==> src/rtl/param_updown_counter.sv <==
// Parametrised up/down modulo counter with prescaled enable, synchronous load,
// wrap/saturate ends, combinational terminal count and a registered wrap pulse.
module param_updown_counter #(
    parameter int WIDTH     = 4,
    parameter int MODULUS   = 16,
    parameter int RESET_VAL = MODULUS - 1,
    parameter int SATURATE  = 0,
    parameter int PRESCALE  = 1
) (
    input  logic             clk,
    input  logic             rstn,
    input  logic             en,
    input  logic             up_dn,
    input  logic             load,
    input  logic [WIDTH-1:0] load_val,
    output logic [WIDTH-1:0] count,
    output logic             tc,
    output logic             wrap
);

    // A one-bit prescaler is kept even for PRESCALE=1; it then never leaves zero.
    localparam int               PW       = (PRESCALE > 1) ? $clog2(PRESCALE) : 1;
    localparam logic [WIDTH-1:0] MAX_VAL  = WIDTH'(MODULUS - 1);
    localparam logic [WIDTH-1:0] RST_VAL  = WIDTH'(RESET_VAL);
    localparam logic [PW-1:0]    PRE_LAST = PW'(PRESCALE - 1);

    logic [PW-1:0]    pre_cnt_reg, pre_cnt_next;
    logic [WIDTH-1:0] count_reg, count_next;
    logic             wrap_reg, wrap_next;
    logic             step;
    logic             at_max;
    logic             at_zero;

    assign at_max  = (count_reg == MAX_VAL);
    assign at_zero = (count_reg == '0);
    assign tc      = up_dn ? at_max : at_zero;
    assign step    = en && (pre_cnt_reg == PRE_LAST);

    always_comb begin
        pre_cnt_next = pre_cnt_reg;
        count_next   = count_reg;
        wrap_next    = 1'b0;
        if (load) begin
            pre_cnt_next = '0;
            count_next   = (load_val > MAX_VAL) ? MAX_VAL : load_val;
        end else if (step) begin
            pre_cnt_next = '0;
            wrap_next    = tc;
            if (up_dn) begin
                if (!at_max)
                    count_next = count_reg + WIDTH'(1);
                else if (SATURATE == 0)
                    count_next = '0;
            end else begin
                if (!at_zero)
                    count_next = count_reg - WIDTH'(1);
                else if (SATURATE == 0)
                    count_next = MAX_VAL;
            end
        end else if (en) begin
            pre_cnt_next = pre_cnt_reg + PW'(1);
        end
    end

    always_ff @(posedge clk or negedge rstn) begin
        if (!rstn) begin
            pre_cnt_reg <= '0;
            count_reg   <= RST_VAL;
            wrap_reg    <= 1'b0;
        end else begin
            pre_cnt_reg <= pre_cnt_next;
            count_reg   <= count_next;
            wrap_reg    <= wrap_next;
        end
    end

    assign count = count_reg;
    assign wrap  = wrap_reg;

endmodule

==> config.mk <==
export PLATFORM = sky130hd
export DESIGN_NAME = param_updown_counter
export DESIGN_NICKNAME = d
export VERILOG_FILES = /design/src/rtl/param_updown_counter.sv
export SDC_FILE = /design/constraint.sdc
export NUM_CORES = 1
export LEC_CHECK = 0
export BUFFER_PORTS_ARGS = -buffer_cell sky130_fd_sc_hd__buf_2
export CORE_AREA = 4 4 41 43
export DETAILED_ROUTE_END_ITERATION = 6
export DIE_AREA = 0 0 45 47
export GPL_TIMING_DRIVEN = 0
export PLACE_DENSITY = 0.54
export SYNTH_ARGS = -nofsm -noshare
export SYNTH_HDL_FRONTEND = slang
export SYNTH_SLANG_ARGS = --single-unit
==> constraint.sdc <==
create_clock -name clk -period 2.9 [get_ports clk]
set_input_delay 0.58 -clock clk [delete_from_list [all_inputs] [get_ports clk]]
set_output_delay 0.58 -clock clk [all_outputs]
set_load 0.1 [all_outputs]
==> flow_metrics.py, run 1 <==
metrics = {
    "status": {
        "status": "finished, final reports clean",
    },
    "sta": {
        "fin_ws_ns": 0.439,
        "worst_pin_slew_ns": 0.485,
        "fin_crit_sh": 0.849,
        "fin_crit_ns": 2.46,
        "slew_violations": 0,
        "finalSetupViolCount": 0,
        "tns_ns": 0,
        "rsz0062_at_grt": "no",
        "hold_violations": 0,
        "maxClockFrequency_mhz": 406,
        "skew_ns": 0.00216,
        "relSlewSlack": 0.679,
    },
    "global_routing": {
        "grt_pass1_vias": 358,
        "use_met3": 0.0651,
        "grt_remaining_overflow": 0,
        "grt_first_pass_wirelength_mm": 1.58,
        "grt_max_degree": 10,
        "use_met1": 0.127,
        "grt_usage": 0.106,
        "antenna_found_initial": 0,
        "grt_busiest_layer": "met2",
        "grtUsageMet2": 0.155,
    },
    "routing": {
        "routed_wl_um": 930,
        "dr_total_vias": 396,
        "dr.pass1.iters": 4,
        "drtIter0Drc": 3,
        "routed_via_density": 5.08,
        "drtAntennaViolNets": 0,
        "post-route-drc-count": 0,
        "wl_per_cell_um": 11.9,
    },
    "cts": {
        "clk_path_buf_depth": 2,
        "postCtsSetupRepairBufs": 0,
        "holdBufCountCts": 0,
        "clock_latency_ns": 0.24,
        "path_clk_slew_ns": 0.04,
        "numCtsBuffers": 3,
        "clkSinkCount": 6,
        "cts_resized": 0,
        "cts_root_buf": "clkbuf_4",
        "cts_htree_levels": 1,
        "tritoncts": "built",
    },
    "synthesis": {
        "ys_ff_latch": 6,
        "netlist_area_um2": 409,
        "synth_cell_types": 25,
        "synth.avg_cell_area_um2": 8.89,
        "syn_inst": 46,
        "synth_common_cells": "a21oi_1, nand2_1, dfstp_2, nor2_1",
        "yosysTopAreaCellShare": 0.257,
        "synth-warning-count": 0,
        "synthesis.nets": 57,
        "synth.area.top_cells": "dfstp_2, dfrtp_1, a21oi_1",
        "synth-edff-count": 0,
        "synth_top_area_cell": "dfstp_2",
        "seq_area_frac_synth": 0.379,
        "synth_flop_cell": "dfstp_2",
        "ys_async_sr_fraction": 1.00,
    },
    "placed_design": {
        "pre_cts_ws_ns": 0.700,
        "gp_congestion": 0.704,
        "place_area_um2": 504,
        "numPortBuffers": 14,
        "dp_hpwl_um": 726,
    },
    "power_and_ir_drop": {
        "pwr-share-clk": 0.235,
        "power_density_nw_per_um2": 619,
        "combPwrFrac": 0.422,
        "seq_power_share": 0.343,
        "internal_power_uw": 181,
        "vdd_drop_max_mv": 0.216,
        "power_switching_uw": 145,
        "p_sw_frac": 0.444,
        "leakage_nw": 0.247,
    },
    "worst_setup_path": {
        "cp-end-kind": "output port",
        "cp_max_fo": 9,
        "required_ns": 2.32,
        "start_kind": "flip-flop",
        "cp.arrival_ns": 1.88,
        "reg2reg_slack_ns": 1.26,
        "critPathKind": "reg2out",
    },
    "min_path": {
        "worstHoldPathType": "in2async",
    },
    "floorplanning": {
        "die_y_um": 47,
        "io-pin-count": 15,
        "die_w_um": 45,
        "coreArea_um2": 1300,
        "initial_core_util": 0.314,
        "rows": 13,
        "die_area_um2": 2120,
    },
    "final_layout": {
        "antenna_cells": 0,
        "finalInstanceArea_um2": 527,
        "area_growth_syn_to_layout_pct": 28.7,
        "fin_nets": 76,
        "layout-drive-gt1-share": 0.397,
        "largest_reg_flops": 4,
    },
    "run": {
        "drv_cap": 0,
    },
}
[critical path: stages (launching register included)]
cell,delay (ns)
dfstp_2,0.41
inv_2,0.06
ha_1,0.18
or3b_1,0.40
o22ai_2,0.14
buf_2,0.45
[path summary, 6_finish.rpt]
path | start | to | cells after the start
max | count[0] | tc | 5
min | rstn | wrap | 1
max reg2reg | count[0] | count[0] | 6
min reg2reg | pre_cnt_reg | pre_cnt_reg | 1
max in group asynchronous | rstn | count[1] | 1
min in group clk | en | pre_cnt_reg | 2
[power by group through the flow]
stage | Combinational [mW] | Sequential (mW) | Clock [mW]
after floorplan | 0.0547 | 0.170 | 0
after global placement | 0.138 | 0.114 | 0
after detailed placement | 0.139 | 0.113 | 0
after CTS | 0.139 | 0.112 | 0.0816
after global routing | 0.147 | 0.114 | 0.0852
final | 0.138 | 0.112 | 0.0767
[stage by stage]
stage	std cells	hold slack (ns)	utilization	power, mW
final	78	0.149	0.405	0.326
after CTS	78	0.147	0.405	0.333
after detailed placement	75	0.412	0.388	0.252
after global routing	78	0.144	0.405	0.346
after floorplan	46	0.284	-	0.224
after global placement	75	0.410	0.388	0.252
[layout by cell type (no fill, tap or decap), types with 2 or more instances in the layout]
master	n
nand2b_1	2
nand2_1	5
inv_1	3
o21ai_1	3
clkbuf_4	3
dfrtp_1	2
ha_1	2
dfstp_2	4
a21oi_1	5
buf_2	14
nor2_1	4
[cell type report]
| cell class | count | area (um^2) |
|---|---|---|
| Tap cell | 15 | 18.8 |
| Clock buffer | 3 | 22.5 |
| Fill cell | 148 | 774 |
| Timing Repair Buffer | 14 | 70.1 |
| Multi-Input combinational cell | 36 | 245 |
| Inverter | 4 | 15.0 |
| Sequential cell | 6 | 155 |
[routing by layer]
layer | part of all wire | routed length, um
met1 | 0.43 | 400
met2 | 0.44 | 412
met3 | 0.12 | 113
met4 | 0.0043 | 4
met5 | 0 | 0
[logic make-up after synthesis]
logic type / share of synthesized area
and+or+nand+nor: 0.187
adders and majority gates: 0.0612
muxes: 0.0275
buffers and inverters: 0.0367
DFF: 0.379
xor gates and xnor gates: 0.0428
AOI/OAI and AO/OA: 0.266
Power figures use the tool's default switching activity.
==> run 2, diff against run 1 <==
--- a/config.mk
+++ b/config.mk
@@ -10,7 +10,7 @@
 export DETAILED_ROUTE_END_ITERATION = 6
 export DIE_AREA = 0 0 45 47
 export GPL_TIMING_DRIVEN = 0
-export PLACE_DENSITY = 0.54
+export PLACE_DENSITY = 0.56
 export SYNTH_ARGS = -nofsm -noshare
 export SYNTH_HDL_FRONTEND = slang
 export SYNTH_SLANG_ARGS = --single-unit
==> constraint.sdc (replaced) <==
create_clock -name clk -period 2.15 [get_ports clk]
set_input_delay 0.43 -clock clk [delete_from_list [all_inputs] [get_ports clk]]
set_output_delay 0.43 -clock clk [all_outputs]
set_load 0.1 [all_outputs]
==> flow_metrics.py, run 2 (same netlist as run 1, synthesis figures left out) <==
metrics = {
    "status": {
        "status": "finished, violations left",
        "violations": "hold timing",
    },
    "floorplanning": {
        "coreArea_um2": 1300,
        "io-pin-count": 15,
        "initial_core_util": 0.314,
        "die_area_um2": 2120,
        "die_w_um": 45,
        "rows": 13,
        "die_y_um": 47,
    },
    "global_routing": {
        "grt_usage": 0.125,
        "grt_pass1_vias": 388,
        "grt_remaining_overflow": 0,
        "grt_max_degree": 10,
        "grt_first_pass_wirelength_mm": 1.77,
        "antenna_found_initial": 0,
    },
    "sta": {
        "hold_violations": 1,
        "skew_ns": 0.00809,
        "finalSetupViolCount": 0,
        "relSlewSlack": 0.678,
        "whs_ns": -0.000479,
        "fin_ws_ns": 0.0348,
        "rsz0062_at_grt": "yes",
        "maxClockFrequency_mhz": 473,
        "fin_crit_sh": 0.984,
        "fin_crit_ns": 2.12,
        "slew_violations": 0,
        "worst_pin_slew_ns": 0.486,
    },
    "final_layout": {
        "fill_cells": 141,
        "finalInstanceArea_um2": 577,
        "area_growth_syn_to_layout_pct": 41.0,
        "largest_reg_flops": 4,
        "antenna_cells": 0,
        "fin_nets": 76,
        "final_common_cell": "buf_2",
        "final_cell_mix": "buf_2, nand2_1, a21oi_1",
        "final_util": 0.443,
        "layout-drive-gt1-share": 0.444,
    },
    "worst_setup_path": {
        "cp.arrival_ns": 1.69,
        "cp_cell_sequence": "inv_4 -> ha_4 -> or3b_4 -> o22ai_4 -> buf_12",
        "critPathKind": "reg2out",
        "start_kind": "flip-flop",
        "cp-end-kind": "output port",
        "required_ns": 1.72,
        "cp_slowest_cell": "dfstp_4",
        "cpPeakStageDelay_ns": 0.51,
        "cp_max_fo": 9,
    },
    "power_and_ir_drop": {
        "internal_power_uw": 259,
        "power_density_nw_per_um2": 811,
        "vdd_drop_max_mv": 0.466,
        "p_sw_frac": 0.446,
        "seq_power_share": 0.340,
        "combPwrFrac": 0.437,
        "pwr-share-clk": 0.223,
        "power_switching_uw": 209,
        "leakage_nw": 0.252,
    },
    "cts": {
        "holdBufCountCts": 0,
        "path_clk_slew_ns": 0.05,
        "clk_path_buf_depth": 2,
        "tritoncts": "built",
        "postCtsSetupRepairBufs": 0,
        "clock_latency_ns": 0.25,
        "cts_htree_levels": 1,
        "numCtsBuffers": 3,
        "cts_root_buf": "clkbuf_4",
        "clkSinkCount": 6,
    },
    "placed_design": {
        "pre_cts_ws_ns": 0.0541,
        "numPortBuffers": 14,
        "dp_hpwl_um": 814,
        "place_area_um2": 539,
        "gp_congestion": 0.684,
    },
    "routing": {
        "post-route-drc-count": 0,
        "drtAntennaViolNets": 0,
        "dr.pass1.iters": 4,
        "drtIter0Drc": 11,
        "wl_per_cell_um": 13.4,
        "dr_total_vias": 398,
        "routed_via_density": 5.10,
        "routed_wl_mm": 1.04,
    },
    "min_path": {
        "worstHoldPathType": "in2async",
    },
    "run": {
        "drv_cap": 0,
    },
}
run 2: path summary, 6_finish.rpt:
path / cells past startpoint / slack [ns] / endpoint / startpoint
setup / recovery: 5 / 0.03 / tc / count[0]
hold / removal: 1 / -0.0005 / wrap / rstn
setup reg to reg: 6 / 0.48 / count[0] / count[0]
hold reg to reg: 1 / 0.53 / pre_cnt_reg / pre_cnt_reg
max in group asynchronous: 1 / 1.92 / count[2] / rstn
min in group clk: 2 / 0.36 / pre_cnt_reg / en
run 2: power groups by stage:
stage | Sequential [mW] | Clock, mW | Combinational, mW
6_report | 0.159 | 0.104 | 0.204
3_3_place_gp | 0.160 | 0 | 0.198
3_5_place_dp | 0.160 | 0 | 0.202
5_1_grt | 0.162 | 0.115 | 0.218
2_1_floorplan | 0.235 | 0 | 0.0847
4_1_cts | 0.159 | 0.109 | 0.206
run 2: area by class of cell:
cell class | count | area, um^2 | share of cell area
multi-input cells | 36 | 268 | 0.464
flip-flops and latches | 6 | 163 | 0.282
repair buffers | 14 | 85.1 | 0.148
clock buffers | 3 | 22.5 | 0.0390
inverters | 4 | 20.0 | 0.0347
well taps | 15 | 18.8 | 0.0325
run 2: layer usage:
metal	share of wire	track usage
met1	0.43	0.152
met2	0.49	0.181
met3	0.060	0.0575
met4	0.018	0.0702
met5	0	0
run 2: critical path: cells and delay by family (launching register included):
kind | cells | cell delay, ns
DFF | 1 | 0.51
and+or+nand+nor | 1 | 0.39
buffers and inverters | 2 | 0.27
AOI/OAI and AO/OA | 1 | 0.14
adders and majority gates | 1 | 0.12
run 2: what timing repair did:
action,4_1_cts,5_1_grt
setup endpoints to repair,1,1
resized for setup,4,0
pin swaps,1,0
run 2: per-stage QoR:
step | std cells | setup TNS, ns | power (mW)
6_report | 78 | 0 | 0.468
5_1_grt | 78 | -0.0262 | 0.495
4_1_cts | 78 | 0 | 0.474
3_5_place_dp | 75 | 0 | 0.362
3_3_place_gp | 75 | 0 | 0.358
2_1_floorplan | 46 | -0.0308 | 0.320
